$ cat src/rtl/alu_if.sv
// Nibble ALU bus: operand/control bundle in, result/carry bundle out.
// alu_pkg holds the shared command and bundle types.
package alu_pkg;
    typedef enum logic [2:0] {
        CMD_ADD   = 3'd0,
        CMD_AND   = 3'd1,
        CMD_OR    = 3'd2,
        CMD_XOR   = 3'd3,
        CMD_RSHFT = 3'd4,
        CMD_LSHFT = 3'd5
    } alu_cmd_e;

    typedef struct packed {
        alu_cmd_e cmd;
        logic     carry_in;
        logic     b_inv;
        logic     carry_disable;
    } alu_ctrl_t;

    typedef struct packed {
        alu_ctrl_t  ctrl;
        logic [3:0] d1;
        logic [3:0] d2;
    } alu_args_t;

    typedef struct packed {
        logic [3:0] res;
        logic       carry_out;
    } alu_ret_t;
endpackage

interface alu_if;
    import alu_pkg::*;

    alu_args_t args;
    alu_ret_t  ret;

    modport master (output args, input ret);
    modport slave  (input args, output ret);
endinterface

$ cat src/rtl/alu.sv
// Single-nibble ALU slice with registered carry/zero status.
// Define ALU_OUTPUT_REG_EN to register ret.res/ret.carry_out (1-cycle latency).
module alu
    import alu_pkg::*;
(
    input  logic clk,
    input  logic rst,
    alu_if.slave bus,
    input  logic flags_en,
    output logic carry_q,
    output logic zero_q
);

    logic [3:0] b;
    logic       ci;
    logic [4:0] sum;
    logic [3:0] comb_res;
    logic       comb_co;

    // d1 only reaches the result through ADD/logic ops, so an unknown d1
    // during a shift never leaks into res or carry_out.
    always_comb begin
        b        = bus.args.ctrl.b_inv ? ~bus.args.d2 : bus.args.d2;
        ci       = bus.args.ctrl.carry_disable ? 1'b0 : bus.args.ctrl.carry_in;
        sum      = {1'b0, bus.args.d1} + {1'b0, b} + {4'b0000, ci};
        comb_res = 4'h0;
        comb_co  = 1'b0;
        case (bus.args.ctrl.cmd)
            CMD_ADD: begin
                comb_res = sum[3:0];
                comb_co  = sum[4];
            end
            CMD_AND: comb_res = bus.args.d1 & b;
            CMD_OR:  comb_res = bus.args.d1 | b;
            CMD_XOR: comb_res = bus.args.d1 ^ b;
            CMD_RSHFT: begin
                comb_res = {ci, b[3:1]};
                comb_co  = b[0];
            end
            CMD_LSHFT: begin
                comb_res = {b[2:0], ci};
                comb_co  = b[3];
            end
            default: begin
                comb_res = 4'h0;
                comb_co  = 1'b0;
            end
        endcase
    end

`ifdef ALU_OUTPUT_REG_EN
    always_ff @(posedge clk or posedge rst) begin
        if (rst) begin
            bus.ret.res       <= 4'h0;
            bus.ret.carry_out <= 1'b0;
        end else begin
            bus.ret.res       <= comb_res;
            bus.ret.carry_out <= comb_co;
        end
    end
`else
    assign bus.ret.res       = comb_res;
    assign bus.ret.carry_out = comb_co;
`endif

    // Status samples the current-cycle ALU result; reset dominates flags_en.
    always_ff @(posedge clk or posedge rst) begin
        if (rst) begin
            carry_q <= 1'b0;
            zero_q  <= 1'b1;
        end else if (flags_en) begin
            carry_q <= comb_co;
            zero_q  <= (comb_res == 4'h0);
        end
    end

endmodule

$ cat src/flat_wrapper.sv
// flat-port wrapper written by rule: the top's interface ports become plain ports
module alu_flat import alu_pkg::*;
  (clk, rst, flags_en, carry_q, zero_q, bus_args, bus_ret);
  alu_if bus_i ();
  input  logic clk;
  input  logic rst;
  input  logic flags_en;
  output logic carry_q;
  output logic zero_q;
  input wire logic [$bits(bus_i.args)-1:0] bus_args;
  output wire logic [$bits(bus_i.ret)-1:0] bus_ret;
  assign bus_i.args = bus_args;
  assign bus_ret = bus_i.ret;
  alu u_core (.clk(clk), .rst(rst), .bus(bus_i), .flags_en(flags_en), .carry_q(carry_q), .zero_q(zero_q));
endmodule
$ cat config.mk
export PLATFORM = sky130hd
export DESIGN_NAME = alu_flat
export DESIGN_NICKNAME = d
export VERILOG_FILES = /design/src/rtl/alu_if.sv /design/src/rtl/alu.sv /design/src/flat_wrapper.sv
export SDC_FILE = /design/constraint.sdc
export NUM_CORES = 1
export LEC_CHECK = 0
export CORE_MARGIN = 2
export CORE_UTILIZATION = 40
export DETAILED_ROUTE_END_ITERATION = 8
export PLACE_DENSITY = 0.71
export SLEW_MARGIN = 30
export SYNTH_ARGS = -nofsm -noshare
export SYNTH_HDL_FRONTEND = slang
export SYNTH_SLANG_ARGS = --single-unit
$ cat constraint.sdc
create_clock -name clk -period 2.91 [get_ports clk]
set_clock_uncertainty 0.1 [all_clocks]
set_input_delay 0.582 -clock clk [delete_from_list [all_inputs] [get_ports clk]]
set_output_delay 0.582 -clock clk [all_outputs]
set_load 0.02 [all_outputs]
==> parameters.txt <==
Parameter                              Value

STA
  Final hold violation count    0
  Headroom to the max-slew limit    77.6%
  Setup ws final    -0.295 ns
  Final setup violating endpoints    3
  Unrepaired setup endpoints after global routing    true
  Measured slew at the worst slew-check pin    0.331 ns
  Max Transition Viols Final    0
  Setup TNS    -0.426 ns
  Final clock period utilization by the worst path    110%
  Min Clock Period, post-route    3.21 ns
  Maximum operating frequency    312 MHz

Placed design
  Instance area after placement    1110 um2
  Number of buffers added on ports    23
  Final weighted congestion in routability-driven placement    0.847
  Detailed placer's ending HPWL    1620 um

Final layout
  Design area    1250 um2
  Area growth from synthesis to layout    85.9%
  Ratio of cells with drive above 1 in the final layout    54.0%
  Final nets    165
  Diode count    0

CTS
  Count of hold-fix buffers inserted at cts    0
  Post-CTS clock slew at the launch and capture registers of the worst setup and hold paths    0.03 ns
  Clock root buffer master    sky130_fd_sc_hd__clkbuf_4
  Maximum clock path buffer count    2
  Sinks on Clock Net    2
  Total CTS buffers    3
  Later-pin clock latency in the skew report    0.24 ns
  Level count of the clock H-tree    1
  TritonCTS clock tree    done

Detailed routing
  Met3 wire len    57 um
  Ratio of routed vias to standard cells    5.12
  Average detailed-routed wire length per instance    14.0 um
  Post-DRT Antenna Nets    0
  Drt first-iter violations    8
  DR vias    784
  DR WL met2    1200 um
  Number of iterations in the first detailed-routing pass    4
  DRC    0
  Total wire length    2140 um
  Top Layer Used    met4
  M1 WL    842 um

Critical path
  Worst Path Class, Setup    in -> out
  Origin of the worst setup path    bus_args[0]
  FF-to-FF setup slack    2.05 ns
  Launch instance of the worst register-to-register path    u_core.carry_q
  Required time at the worst-slack endpoint    2.23 ns
  Startpoint type of the worst setup path    input pin
  CP max FO    2
  Worst endpoint data arrival time    2.52 ns
  Reg2reg path depth    1
  Category of the worst setup path capture point    output port

Worst hold path
  Worst hold path startpoint    u_core.zero_q
  Hold Path Cell Cnt    2
  Type of the most critical hold path    reg -> reg

Pwr
  Sequential fraction of design power    9.4%
  Comb power frac    71.0%
  Part of the total power dissipated in the clock network    19.5%
  Total net switching power    0.000145 W
  Leakage    0.604 nW
  Cell Int Power    0.000232 W
  IR Drop Worst-Case VDD    0.000201 V
  Switch share    38.5%
  Power density relative to cell area    300 nW/um2

Logic synthesis
  Post-Syn Area    674 um2
  Async SR Flop Fraction    100%
  Post-synth top area share    14.8%
  Number of unique standard cell types used by synthesis    41
  Most frequent cell after synthesis    sky130_fd_sc_hd__inv_1
  Syn. warnings    0
  Post-synthesis sequential element count    2
  Cells after Synth    82
  Synthesized netlist net count    109
  Most common library cells after synthesis    sky130_fd_sc_hd__inv_1, sky130_fd_sc_hd__ha_1, sky130_fd_sc_hd__nor2b_1, sky130_fd_sc_hd__nor3_1
  Number of flops mapped to enable cells by yosys    0
  Mean post-synth cell area    8.22 um2
  Biggest area consumer among synthesized cells    sky130_fd_sc_hd__ha_1
  Fraction of the yosys area taken by sequential cells    7.61%
  Primary FF master, synth    sky130_fd_sc_hd__dfstp_2
  Most area-consuming cells after synthesis    sky130_fd_sc_hd__ha_1, sky130_fd_sc_hd__inv_1, sky130_fd_sc_hd__fa_1, sky130_fd_sc_hd__xnor2_4, sky130_fd_sc_hd__dfstp_2

Global route
  Number of antenna violations at the first check in global routing    0
  First-pass GRT wire length    3380 um
  Number of global-route vias before repair    797
  GR Overflow Total    0
  Largest net degree at the start of global routing    12
  Total routing resource utilization after global routing    23.7%

Floorplan
  Die W    45.1 um
  Area enclosed by the die boundary    2030 um2
  Core box area    1540 um2
  Effective utilization at floorplan    43.8%
  Std-Cell Rows    14
  Die outline height    45.1 um
  I/O pin cnt    24

Flow run
  Max-cap violations    0

Run status
  Result of the run    finished, violations left
  Failing checks    setup timing
-- layer usage --
layer / up-vias / track usage (%)
met5: - / 0
met4: 0 / 5.88
met3: 4 / 6.00
met2: 17 / 44.9
met1: 374 / 26.0
li1: 389 / -
-- cell usage in the layout, fill, tap and decap left out, types with 2 or more instances in the layout --
| cell type | count |
|---|---|
| sky130_fd_sc_hd__xor2_4 | 2 |
| sky130_fd_sc_hd__clkdlybuf4s50_1 | 9 |
| sky130_fd_sc_hd__o211ai_1 | 2 |
| sky130_fd_sc_hd__buf_2 | 4 |
| sky130_fd_sc_hd__or2b_2 | 2 |
| sky130_fd_sc_hd__ha_1 | 7 |
| sky130_fd_sc_hd__buf_8 | 2 |
| sky130_fd_sc_hd__fa_2 | 2 |
| sky130_fd_sc_hd__or3_1 | 2 |
| sky130_fd_sc_hd__nor3_1 | 4 |
| sky130_fd_sc_hd__a21oi_2 | 3 |
| sky130_fd_sc_hd__buf_4 | 32 |
| sky130_fd_sc_hd__nand2_1 | 3 |
| sky130_fd_sc_hd__dlygate4sd2_1 | 3 |
| sky130_fd_sc_hd__o22ai_1 | 2 |
| sky130_fd_sc_hd__buf_6 | 3 |
| sky130_fd_sc_hd__nor2b_1 | 2 |
| sky130_fd_sc_hd__inv_1 | 11 |
| sky130_fd_sc_hd__clkbuf_4 | 3 |
| sky130_fd_sc_hd__inv_2 | 5 |
-- cells by family (layout without fill, tap and decap cells) --
family,Yosys count,in the layout,synth area share [%]
compound gates,18,18,20.0
fa+ha+maj,10,10,20.8
buf+inv,20,75,13.2
mux,3,3,6.49
xor+xnor,5,5,9.28
flops,2,2,7.61
simple gates,24,24,22.6
-- worst paths after layout --
kind                                   to
setup reg to reg           u_core.carry_q
hold reg to reg             u_core.zero_q
max in group asynchronous   u_core.zero_q
min in group asynchronous  u_core.carry_q
hold / removal              u_core.zero_q
setup / recovery               bus_ret[2]
-- per-stage QoR --
step | utilization [%] | hold slack (ns) | std cells | total power [W] | setup slack [ns]
global placement | 72.3 | 0.374 | 141 | 0.000259 | -1.16
detailed placement | 72.3 | 0.380 | 141 | 0.000266 | -1.22
CTS | 78.5 | 0.387 | 151 | 0.000364 | -0.327
floorplan | - | 0.222 | 82 | 0.000158 | -0.133
finish | 81.3 | 0.383 | 153 | 0.000377 | -0.295
global route | 81.3 | 0.395 | 153 | 0.000406 | -0.327
-- critical path: stages --
cell                      delay [ns]
sky130_fd_sc_hd__buf_8          0.10
sky130_fd_sc_hd__xor2_4         0.18
sky130_fd_sc_hd__fa_2           0.37
sky130_fd_sc_hd__inv_2          0.08
sky130_fd_sc_hd__fa_2           0.43
sky130_fd_sc_hd__mux4_2         0.50
sky130_fd_sc_hd__o22ai_4        0.13
sky130_fd_sc_hd__buf_6          0.14
-- area by class of cell --
cell class / instances / area, um2
flip-flops and latches: 2 / 51.3
clock buffers: 4 / 26.3
repair buffers: 55 / 458
well taps: 16 / 20.0
fillers: 106 / 288
multi-input cells: 60 / 638
inverters: 16 / 60.1
-- sequential cells by signal, indices dropped and copies added, names as in the netlist --
name	count
u_core.carry_q	1
u_core.zero_q	1
-- power groups by stage --
stage / registers (W) / clock network (W) / logic (W)
final: 0.0000355 / 0.0000736 / 0.000268
after global routing: 0.0000361 / 0.0000833 / 0.000286
after CTS: 0.0000356 / 0.0000760 / 0.000252
after detailed placement: 0.0000358 / 0 / 0.000231
after global placement: 0.0000356 / 0 / 0.000224
after floorplan: 0.0000407 / 0 / 0.000117
-- what timing repair did --
item                       in CTS  in global routing
setup buffers                   6                  2
pin swaps                      12                 11
resized for setup              62                  8
setup endpoints to repair       6                  5
(Power assumes the default switching activity.)
==> patch, RTL diff (config.mk and constraints unchanged) <==
Build with the macro `ALU_OUTPUT_REG_EN` defined.
--- a/src/rtl/alu.sv
+++ b/src/rtl/alu.sv
@@ -1,5 +1,7 @@
 // Single-nibble ALU slice with registered carry/zero status.
 // Define ALU_OUTPUT_REG_EN to register ret.res/ret.carry_out (1-cycle latency).
+`define ALU_OUTPUT_REG_EN
+
 module alu
     import alu_pkg::*;
 (
Behaviour: not the same (Yosys sat finds a counterexample within 4 cycles, from zero or initial values and one cycle with rst high).
==> patch against the original RTL <==
Global-route usage down 8.1 points; total power up 6.5%; cell area down 4.8%; routed wire length down 24%; first-iteration DRC count down 38%; synthesized area up 27%; sequential cell count up 5; setup slack better by 0.54 ns; critical path type is now input pin to flip-flop.
==> patch: results (changes against the original RTL) <==
* Ys flop type: dfrtp_1
* Top flop regs: u_core.bus.ret (5), u_core.carry_q (1), u_core.zero_q (1)
* Met3 wire len at 91 um (+60%)
* Worst Max-Slew Pin Slew at 0.565 ns (+0.235 ns)
* Int Pwr at 266 uW (+15%)
* Layout Nets at 150 (-9.1%)
* First-pass GRT wire length at 2.96 mm (-12%)
* Worst-path clk slew at 0.05 ns (+0.02 ns)
* Register area share after synthesis at 20.7% (+13 points)
* RR Startpoint: u_core.zero_q
* Crit path from: bus_args[10]
* GP Congestion at 0.818 (-3.4%)
* Vias per cell at 4.81 (-6.2%)
* Worst setup path endpoint: u_core.zero_q
* Final wirelength at 1.62 mm (-24%)
* Gate Count Post-Synth at 89 (+8.5%)
* Crit-path max cell delay at 0.45 ns (-0.05 ns)
* Worst Path Arrival at 2.72 ns (+0.20 ns)
* Total GRT Usage at 15.7% (-8.1 points)
* WL met1 at 620 um (-26%)
* Synthesized Nets at 116 (+6.4%)
* Met1 Use GR at 17.6% (-8.4 points)
* Status: finished, final reports clean
* Vias at 716 (-8.7%)
* Max VDD drop at 0.155 mV (-23%)
* Synth cell count leaders: inv_1 (13), ha_1 (8), dfrtp_1 (6)
* Grt met3 use at 1.79% (-4.2 points)
* Largest net degree at the start of global routing at 15 (+3)
* Vias in the first global route at 699 (-12%)
* DP Wirelength at 1.40 mm (-14%)
* Largest cells by area after synthesis: dfrtp_1 (18%), ha_1 (12%), inv_1 (5.7%), buf_6 (5.3%), fa_1 (4.7%)
* Layout cells sized above 1 at 24.6% (-29 points)
* Leak at 0.000547 uW (-9.4%)
* Met2 usage at 27.4% (-17 points)
## patch: cell count changes in the layout (fill, tap and decap cells not counted), sizes merged, moves of 4 or more
cell,before,now
nor3,4,0
buf,41,11
dfrtp,1,6
clkdlybuf4s50,9,21
nor2,1,6
## patch: layout make-up
cell class | instances | area, sq um
repair buffers | 34 | 318
fillers | 168 | 788
inverters | 14 | 52.6
well taps | 27 | 33.8
flip-flops and latches | 7 | 176
clock buffers | 4 | 26.3
multi-input cells | 63 | 587
## patch: critical path: cells and delay by family
| kind | cells | cell delay, ns |
|---|---|---|
| fa+ha+maj | 2 | 0.62 |
| simple gates | 1 | 0.18 |
| xor+xnor | 1 | 0.15 |
| buf+inv | 2 | 0.51 |
| compound gates | 4 | 0.69 |
## patch: kinds of logic after synthesis
logic type / after synthesis / synth area share [%]
buf+inv: 19 / 12.0
xor+xnor: 7 / 9.38
fa+ha+maj: 10 / 16.4
flops: 7 / 20.7
simple gates: 17 / 10.4
mux: 6 / 8.80
compound gates: 23 / 22.3
## patch: metrics by stage
stage | area [sq um] | hold WS [ns] | setup WS [ns] | setup TNS [ns]
after global placement | 1150 | 0.380 | -0.135 | -0.233
after floorplan | 853 | 0.285 | 0.276 | 0
after detailed placement | 1150 | 0.382 | -0.190 | -0.430
after global routing | 1190 | 0.419 | 0.0619 | 0
final | 1190 | 0.391 | 0.247 | 0
after CTS | 1180 | 0.394 | 0.0622 | 0
## patch: what timing repair did
item | 4_1_cts | 5_1_grt
setup endpoints to repair | 0 | 2
gates resized for setup | 0 | 5
buffers inserted | 0 | 0
## patch: power groups by stage
stage                     Clock (uW)  Sequential [uW]  Combinational [uW]
after floorplan                    0              131                 107
after global placement             0              115                 197
after detailed placement           0              115                 200
after CTS                       89.2              114                 201
after global routing             100              115                 223
final                           86.2              114                 201
